<file path="config.mk">
export PLATFORM = sky130hd
export DESIGN_NAME = fetch_ctrl
export DESIGN_NICKNAME = d
export VERILOG_FILES = /design/src/rtl/fetch_ctrl_pkg.sv /design/src/rtl/fetch_ctrl_npc.sv /design/src/rtl/fetch_ctrl.sv
export SDC_FILE = /design/constraint.sdc
export NUM_CORES = 1
export LEC_CHECK = 0
export CORE_MARGIN = 4
export CORE_UTILIZATION = 30
export DETAILED_ROUTE_END_ITERATION = 10
export GPL_TIMING_DRIVEN = 0
export PLACE_DENSITY_LB_ADDON = 0.1
export SYNTH_ARGS = -nofsm -noshare
export SYNTH_HDL_FRONTEND = slang
export SYNTH_SLANG_ARGS = --single-unit
</file>
<file path="constraint.sdc">
create_clock -name clk -period 3.1 [get_ports clk]
set_input_delay 0.62 -clock clk [delete_from_list [all_inputs] [get_ports clk]]
set_output_delay 0.62 -clock clk [all_outputs]
set_load 0.02 [all_outputs]
</file>
<file path="src/rtl/fetch_ctrl_pkg.sv">
// Shared datapath constants: reset/NOP values, jump/branch opcodes, next-PC payload.
package fetch_ctrl_pkg;

  localparam int unsigned XLEN     = 32;
  localparam int unsigned IDX_W    = 26;
  localparam int unsigned IMM_W    = 16;
  localparam int unsigned OPCODE_W = 6;

  localparam logic [XLEN-1:0] RESET_PC_DEF = 32'h0000_3000;
  localparam logic [XLEN-1:0] NOP_WORD     = 32'h0000_0000;

  // Compare-stage opcodes
  localparam logic [OPCODE_W-1:0] OP_BEQ     = 6'h04;
  localparam logic [OPCODE_W-1:0] OP_BNE     = 6'h05;
  // Jump decode: J/JAL primary opcodes, JR/JALR as SPECIAL funct codes
  localparam logic [OPCODE_W-1:0] OP_SPECIAL = 6'h00;
  localparam logic [OPCODE_W-1:0] OP_J       = 6'h02;
  localparam logic [OPCODE_W-1:0] OP_JAL     = 6'h03;
  localparam logic [OPCODE_W-1:0] FN_JR      = 6'h08;
  localparam logic [OPCODE_W-1:0] FN_JALR    = 6'h09;

  // Redirect request from the target generator
  typedef struct packed {
    logic            redirect;
    logic [XLEN-1:0] target;
  } npc_t;

  // Sign-extended word offset for a 16-bit branch immediate
  function automatic logic [XLEN-1:0] branch_offset(input logic [IMM_W-1:0] imm);
    return {{(XLEN-IMM_W-2){imm[IMM_W-1]}}, imm, 2'b00};
  endfunction

endpackage

</file>
<file path="src/rtl/fetch_ctrl_npc.sv">
// Combinational redirect target generation: priority jr > jump > branch, gated by stall and id_valid.
module fetch_ctrl_npc
  import fetch_ctrl_pkg::*;
(
  input  logic                stall_i,
  input  logic                id_valid_i,
  input  logic                branch_i,
  input  logic                jump_i,
  input  logic                jr_i,
  input  logic [XLEN-1:0]     jr_addr_i,
  input  logic [XLEN-1:0]     pc4_id_i,
  input  logic [IDX_W-1:0]    ins_idx_i,
  output npc_t                npc_c_o
);

  logic [XLEN-1:0] br_target;
  logic [XLEN-1:0] j_target;
  logic [XLEN-1:0] jr_target;

  assign br_target = pc4_id_i + branch_offset(ins_idx_i[IMM_W-1:0]);
  assign j_target  = {pc4_id_i[XLEN-1:XLEN-4], ins_idx_i, 2'b00};
  assign jr_target = jr_addr_i & ~XLEN'(3);

  // Pick the highest-priority redirect; a bubble in ID never redirects
  always_comb begin
    npc_c_o = '0;
    if (!stall_i && id_valid_i) begin
      if (jr_i) begin
        npc_c_o.redirect = 1'b1;
        npc_c_o.target   = jr_target;
      end else if (jump_i) begin
        npc_c_o.redirect = 1'b1;
        npc_c_o.target   = j_target;
      end else if (branch_i) begin
        npc_c_o.redirect = 1'b1;
        npc_c_o.target   = br_target;
      end
    end
  end

endmodule

</file>
<file path="src/rtl/fetch_ctrl.sv">
// Fetch stage: PC register and IF/ID pipeline register with stall hold and squashing redirects.
module fetch_ctrl
  import fetch_ctrl_pkg::*;
#(
  parameter logic [XLEN-1:0] RESET_PC = RESET_PC_DEF,
  parameter logic [XLEN-1:0] NOP      = NOP_WORD
) (
  input  logic            clk,
  input  logic            rst,
  input  logic            stall,
  input  logic            branch,
  input  logic            jump,
  input  logic            jr,
  input  logic [XLEN-1:0] jr_addr,
  input  logic [XLEN-1:0] imem_data,
  output logic [XLEN-1:0] imem_addr,
  output logic [XLEN-1:0] pc,
  output logic [XLEN-1:0] ins_id,
  output logic [XLEN-1:0] pc4_id,
  output logic            id_valid
);

  logic [XLEN-1:0] pc_q,    pc_d;
  logic [XLEN-1:0] ins_q,   ins_d;
  logic [XLEN-1:0] pc4_q,   pc4_d;
  logic            valid_q, valid_d;
  logic [XLEN-1:0] pc_plus4;
  npc_t            npc;

  assign pc_plus4 = pc_q + XLEN'(4);

  fetch_ctrl_npc u_npc (
    .stall_i    (stall),
    .id_valid_i (valid_q),
    .branch_i   (branch),
    .jump_i     (jump),
    .jr_i       (jr),
    .jr_addr_i  (jr_addr),
    .pc4_id_i   (pc4_q),
    .ins_idx_i  (ins_q[IDX_W-1:0]),
    .npc_c_o    (npc)
  );

  // Next state: hold on stall, squash on redirect, otherwise advance sequentially
  always_comb begin
    pc_d    = pc_q;
    ins_d   = ins_q;
    pc4_d   = pc4_q;
    valid_d = valid_q;
    if (!stall) begin
      if (npc.redirect) begin
        pc_d    = npc.target;
        ins_d   = NOP;
        pc4_d   = '0;
        valid_d = 1'b0;
      end else begin
        pc_d    = pc_plus4;
        ins_d   = imem_data;
        pc4_d   = pc_plus4;
        valid_d = 1'b1;
      end
    end
  end

  // PC and IF/ID registers with asynchronous reset
  always_ff @(posedge clk or posedge rst) begin
    if (rst) begin
      pc_q    <= RESET_PC;
      ins_q   <= NOP;
      pc4_q   <= '0;
      valid_q <= 1'b0;
    end else begin
      pc_q    <= pc_d;
      ins_q   <= ins_d;
      pc4_q   <= pc4_d;
      valid_q <= valid_d;
    end
  end

  assign imem_addr = pc_q;
  assign pc        = pc_q;
  assign ins_id    = ins_q;
  assign pc4_id    = pc4_q;
  assign id_valid  = valid_q;

endmodule
</file>
==> out/results.ini <==
[pwr]
p_sw_uw = 3270
p_leak_uw = 0.00406
internal-power_uw = 4030
power_density_nw_per_um2 = 741
combPwrFrac_pct = 54.2
pwr-share-seq_pct = 28.9
p_clk_share_pct = 17.0
swShare_pct = 44.8
irDropWorstVdd_mv = 0.414

[outcome]
outcome = finished clean

[sta]
rsz0062_at_grt = no
slew_viol_final = 0
slew_headroom_pct = 39.1
hold_ws_ns = 0.491
fin_skew_ns = 0.00710
worst_pin_slew_ns = 0.913
period_needed_ns = 2.98
hold_viol_final = 0
fin_crit_sh_pct = 96.2
max_freq_mhz = 335
setup_viol = 0

[cts]
clock_tree.buffer_depth = 2
clkSinkCount = 97
clk_latency_ns = 0.37
cts_tree = built
cts_root_buffer = clkbuf_16
htreeDepth = 3
cts-buffers-inserted = 9
clkSlewWorstSetupHoldPaths_ns = 0.08

[drt]
ant_nets = 0
firstDrtPassIters = 5
drt-total-wl_um = 30600
avgViaCountPerCell = 5.32
drt_iter0_drc = 663
vias = 7554
drc = 0
wl_per_cell_um = 21.6

[grt]
grt_max_degree = 39
antenna_found_initial = 1
grt_pass1_vias = 7496
grt_overflow = 0
track_usage_pct = 23.0
grt_pass1_wl_um = 46300

[finish]
final_nets = 1202
layout.cells.non_filler = 1419
drive_gt1_share_pct = 8.14
diodes = 0
areaGrowthSynthToFinish_pct = 39.7
final_util_pct = 43.1

[synth]
synth_nets = 993
ys_top_cells_by_area = dfrtp_1 (34%), nand2_1 (8.8%), o21ai_0 (6.2%)
synth_area_per_cell_um2 = 7.91
ys_top_cells_by_count = nand2_1 (166), dfrtp_1 (95), o21ai_0 (87), a21oi_1 (59), nor2_1 (50)
synth_top_area_share_pct = 33.7
seq_area_frac_synth_pct = 34.5
syn-cell-area_um2 = 7050
synth_flop_cell = dfrtp_1
synth.distinct_cells = 73
synth_cells = 892
yosysTopAreaCell = dfrtp_1
ys.warnings.count = 0
synth_seq_cells = 97
synth_edf_count = 0
synth_most_common_cell = nand2_1
synthArstFlopShare_pct = 100

[place]
io_buffers = 193
place_hpwl_um = 23400
gp_congestion = 0.919
dp_cells = 1400

[setup_path]
r2r_cells = 10
crit_path_start_kind = flop
worstPathRequired_ns = 3.35
cp_max_fo = 7
cp-end-kind = flop
critPathArrivalTime_ns = 3.23
crit_type = reg -> reg

[die]
start_util_pct = 30.9
die_area_um2 = 26000
io_pins = 199
core_um2 = 22800
die_y_um = 161
die_w_um = 161
rows = 55

[worst_hold_path]
holdPathStages = 2
hold_path.class = reg -> reg

[run]
cap_viol_max_count = 0

[flip-flops by register name, summed over array words and instances, names as in the netlist]
name	cells
ins_id	32
pc4_id	32
imem_addr	32
id_valid	1
[worst max-delay path, stage by stage (launching register included)]
cell	delay, ns
dfrtp_1	0.45
ha_1	0.31
clkbuf_1	0.18
a21o_1	0.22
a31o_1	0.25
a21oi_2	0.25
o21ai_1	0.12
o21bai_1	0.30
nand3_2	0.21
and4_1	0.24
or3_1	0.34
[stage by stage]
| step | total power, uW | setup TNS (ns) | instance area [um^2] | setup WS [ns] |
|---|---|---|---|---|
| after global placement | 5980 | -6.52 | 9380 | -0.463 |
| final | 7300 | 0 | 9850 | 0.119 |
| after CTS | 7260 | -0.0621 | 9760 | -0.0371 |
| after detailed placement | 6000 | -5.74 | 9420 | -0.442 |
| after floorplan | 4290 | 0 | 7060 | 0.447 |
| after global routing | 7740 | 0 | 9850 | 0.0106 |
[layout by cell type, fill, tap and decap left out, types with 4 or more instances in the layout]
master	count
o31ai_1	11
o21ai_1	27
a221oi_1	8
o21ai_0	86
a21o_1	13
nand3_1	14
nand2b_1	10
nand2_1	166
nand4_1	9
mux2i_1	4
buf_4	36
a31oi_1	11
o22ai_1	5
clkbuf_16	9
nor2b_1	7
clkdlybuf4s50_1	193
ha_1	29
nor2_1	49
xor2_1	21
dfrtp_1	92
and3_1	13
inv_1	15
o21a_1	12
o211ai_1	5
a211oi_1	6
a221o_1	4
xnor2_1	26
clkbuf_1	47
a21oi_1	58
nor3_1	17
o21bai_1	6
[routing by layer]
layer,up-vias,global-route usage (%),share of wire [%]
met2,342,36.5,44
li1,3568,-,-
met4,0,5.93,2.1
met3,43,5.21,8.6
met1,3601,31.8,45
met5,-,0,0
[kinds of logic (layout without fill, tap and decap cells)]
group | after synthesis | count (layout) | synth area share (%)
AND/OR/NAND/NOR | 317 | 317 | 20.7
AO/OA/AOI/OAI | 289 | 289 | 25.2
buffers and inverters | 105 | 319 | 7.33
flip-flops | 97 | 97 | 34.5
XOR/XNOR | 47 | 47 | 5.84
adder cells (fa/ha/maj) | 31 | 31 | 5.61
multiplexers | 6 | 6 | 0.887
[repair_timing]
item                       CTS  global route
pin swaps                    1             5
setup endpoints to repair   17            11
hold endpoints to repair     0             0
hold buffers                 0             0
buffers inserted             0             4
resized for setup            7            18
[final timing paths]
kind	startpoint	end	slack, ns
hold reg to reg	ins_id[27]	ins_id[27]	0.49
max in group asynchronous	rst	imem_addr[13]	1.71
setup / recovery	ins_id[9]	imem_addr[26]	0.12
hold / removal	ins_id[27]	ins_id[27]	0.49
setup reg to reg	ins_id[9]	imem_addr[26]	0.12
min in group asynchronous	rst	ins_id[5]	0.71
[cell type report]
cell class              count  area [um^2]
inverters                  18         71.3
plain buffers              86          448
clock buffers               9          225
well taps                 313          392
fillers                  2417        13000
clock inverters             7         82.6
flip-flops and latches     97         2440
repair buffers            199         2000
multi-input cells         690         4200
[power by group through the flow]
stage,clock (uW),combinational (uW),sequential (uW)
2_1_floorplan,0,1950,2340
3_3_place_gp,0,3860,2120
3_5_place_dp,0,3870,2120
4_1_cts,1250,3910,2100
5_1_grt,1300,4270,2170
6_report,1240,3950,2110
No activity file was read; power rests on OpenSTA's default activity.
==> edit 1: new RTL, same flow settings <==
Make the reset (`rst`) synchronous in one clocked block. Comments in the files are not updated.
--- a/src/rtl/fetch_ctrl.sv
+++ b/src/rtl/fetch_ctrl.sv
@@ -65,3 +65,3 @@
   // PC and IF/ID registers with asynchronous reset
-  always_ff @(posedge clk or posedge rst) begin
+  always_ff @(posedge clk) begin
     if (rst) begin
Check against the original RTL: differs if rst is asserted again (counterexample within 4 cycles, from zero or initial values and one cycle with rst high); with rst held inactive, the same outputs for 4 cycles.
==> edit 1 against the unedited design <==
- count of clock-buffer cells in the layout unchanged
- worst setup slack lost 0.038 ns
- design area fell by 2.1%
- sequential cell count unchanged
- via count is 3.7% higher
- wire length increased by 4.2%
- synthesized area decreased by 1.7%
- register-to-register slack got worse by 0.02 ns
- die area is 1.6% lower
- hold slack got worse by 0.023 ns
- synthesized cell count is 3.0% higher
- critical endpoint is now imem_addr[7]
Power is not compared: it rests on default switching activity, and its combinational part moved more than twofold at a synthesized area within 25%.
==> edit 1: results (changes against the unedited design) <==
ratio of cells with drive above 1 in the final layout 7.86% (was 8.14%); adder-cell share of the synthesized area 5.71% (was 5.61%); Filler cells 2409 (was 2417); reg-to-reg endpoint imem_addr[26] (unchanged); Hold EP ins_id[26] (was ins_id[27]); pre-CTS setup slack -0.618 ns (was -0.442 ns); Compound-Gate Fraction of Synth Area 26.6% (was 25.2%); CP top delay family buffers and inverters (was compound AO/OA/AOI/OAI gates); met1 GRT Util 33.5% (was 31.8%); Multi-Input Combinational 698 (was 690); Worst path max stage delay 0.76 ns (was 0.45 ns); routed wl met3 2.61 mm (was 2.63 mm); run status complete, no violations (unchanged); initial antenna violation count 0 (was 1); fraction of area in multi-input gates 46.2% (was 42.6%); Post-synth ARST share 0% (was 100%); CP Max Fanout 10 (was 7); DR iter-0 viols 670 (was 663); R2R setup slack 0.10 ns (was 0.12 ns); GR Util met2 36.6% (was 36.5%); post-synthesis mux area share 1.03% (was 0.887%); ClkCell Share 3.18% (was 3.12%); count of input and output buffers 194 (was 193); slowest stage cell, crit path clkdlybuf4s50_1 (was dfrtp_1); Synth Flop Type dfxtp_1 (was dfrtp_1); hold path start ins_id[26] (was ins_id[27]); CP endpoint imem_addr[7] (was imem_addr[26]); critical path arrival 3.28 ns (was 3.23 ns); Mapped Nets 1020 (was 993); largest net degree at the start of global routing 19 (was 39); Setup Skew 0.00862 ns (was 0.00710 ns); Non-clk bufs 292 (was 285); first-pass GRT wire length 47.1 mm (was 46.3 mm); post-DR wirelength/cell 22.5 um (was 21.6 um); Seq Cell Count 97 (unchanged); NonClk Buf Share 25.6% (was 24.9%); R2R depth 11 (was 10); met2 routed WL 13.9 mm (was 13.6 mm); launch point of the worst reg-to-reg path ins_id[0] (was ins_id[9]); worst-margin pin slew 0.891 ns (was 0.913 ns)
[edit 1: changes by cell type in the layout (fill, tap and decap cells not counted), moves of 28 or more]
cell,delta
dfxtp_1,+95
dfrtp_1,-92
nand2_1,-81
o21ai_0,-55
a21oi_1,+44
nand3b_1,+34
nor2_1,+28
[edit 1: power by group]
group          switching, mW  internal [mW]  total, mW
clock network          0.563          0.642       1.20
logic                  0.547          0.423      0.970
registers              0.102           1.31       1.41
[edit 1: repair_timing]
| item | in CTS | in global routing |
|---|---|---|
| setup endpoints to repair | 38 | 62 |
| pin swaps | 0 | 2 |
| gates resized for setup | 10 | 23 |
| setup buffers | 0 | 4 |
[edit 1: per-stage QoR]
step                      instances  setup TNS, ns  hold slack, ns
after floorplan                 919              0           0.541
after global placement         1398         -27.57           0.448
after detailed placement       1398         -26.07           0.458
after CTS                      1414              0           0.474
after global routing           1417        -0.0460           0.489
final                          1417              0           0.468
==> edit 2: new RTL, config.mk and constraints unchanged <==
Made on the original files. `pc4_q` no longer has a reset.
--- a/src/rtl/fetch_ctrl.sv
+++ b/src/rtl/fetch_ctrl.sv
@@ -69,3 +69,2 @@
       ins_q   <= NOP;
-      pc4_q   <= '0;
       valid_q <= 1'b0;
@@ -74,5 +73,8 @@
       ins_q   <= ins_d;
-      pc4_q   <= pc4_d;
       valid_q <= valid_d;
     end
+  end
+
+  always_ff @(posedge clk) begin
+    pc4_q <= pc4_d;
   end
Formal check against the unedited RTL: not equivalent (Yosys sat finds a counterexample within 4 cycles, from zero or initial values and one cycle with rst high).
==> edit 2 against the unedited design <==
- the run now ends with DRC left
- count of clock-buffer cells in the layout unchanged
- worst setup slack lost 0.013 ns
- synthesized area is essentially flat
- wire length decreased by 4.5%
- critical endpoint is now imem_addr[19]
- combinational power shrank 9.9%
- global-route usage decreased by 1.1 points
- sequential cell count is the same
- power down 6.1%
- hold slack got worse by 0.0079 ns
- design area shrank 0.34%
- largest power group unchanged
- synthesized cell count fell by 4.7%
==> edit 2: results (changes against the unedited design) <==
run status complete, but fails checks (was complete, no violations); failing checks DRC; routed wire length 29.2 mm (was 30.6 mm); fin nets 1163 (was 1202); Filler cells 2324 (was 2417); Worst path max stage delay 0.63 ns (was 0.45 ns); Mapped Nets 951 (was 993); adder-cell share of the synthesized area 5.60% (was 5.61%); Synth Area in XOR/XNOR 5.83% (was 5.84%); Post-synth top cells nand2_1, o21ai_0, nor2_1 (was nand2_1, dfrtp_1, o21ai_0); DR iter-0 viols 627 (was 663); Post-synth EDFFs 32 (was 0); Post-synth ARST share 67.0% (was 100%); distinct cell type count after synthesis 72 (was 73); count of input and output buffers 195 (was 193); leakage 3.89 nW (was 4.06 nW); met2 routed WL 13.1 mm (was 13.6 mm); R2R depth 12 (was 10); Comb group 3.56 mW (was 3.95 mW); P_sw 2.99 mW (was 3.27 mW); Avg Inst Size Synth 8.30 um2 (was 7.91 um2); initial antenna violation count 0 (was 1); DRC 1 (was 0); R2R setup slack 0.14 ns (was 0.12 ns); CP Max Fanout 10 (was 7); post-synthesis mux area share 0.319% (was 0.887%); placed inst area 9450 um2 (was 9420 um2); slowest stage cell, crit path clkbuf_1 (was dfrtp_1)
## edit 2: cell count changes after synthesis, sizes merged, moves of 6 or more
cell,unedited run,this run
a21oi,60,46
dfrtp,95,63
nor3,20,14
nor2,50,81
a22oi,3,11
o21a,12,6
buf,38,46
clkbuf,49,38
edfxtp,0,32
nand2,166,130
## edit 2: layout make-up
| type | count | area (um2) | area share, % |
|---|---|---|---|
| Clock inverter | 7 | 61.3 | 0.624 |
| Inverter | 15 | 58.8 | 0.599 |
| Buffer | 83 | 457 | 4.65 |
| Timing Repair Buffer | 202 | 2040 | 20.7 |
| Tap cell | 313 | 392 | 3.99 |
| Clock buffer | 9 | 225 | 2.29 |
| Multi-Input combinational cell | 654 | 4000 | 40.7 |
| Sequential cell | 97 | 2590 | 26.4 |
## edit 2: layer usage
metal | global-route usage (%) | vias up
met5 | 0 | -
met1 | 31.2 | 3547
li1 | - | 3469
met2 | 34.0 | 354
met3 | 3.73 | 45
met4 | 6.82 | 0
## edit 2: cell families after synthesis
group / count (synthesis)
xor+xnor: 47
buf+inv: 99
mux: 2
flops: 97
simple gates: 301
compound gates: 273
fa+ha+maj: 31
## edit 2: worst max-delay path by stage
stage	startpoint	depth (start not counted)	slack [ns]	endpoint
detailed placement	jr	7	-0.64	pc4_id[8]
floorplan	ins_id[0]	11	0.31	imem_addr[26]
CTS	ins_id[15]	9	0.002	imem_addr[28]
global placement	stall	6	-0.90	imem_addr[9]
global route	stall	8	0.006	imem_addr[23]
finish	stall	8	0.11	imem_addr[19]
## edit 2: repair_timing
action	4_1_cts	5_1_grt
pin swaps	1	4
buffers inserted	2	3
setup endpoints to repair	23	21
resized for setup	6	10
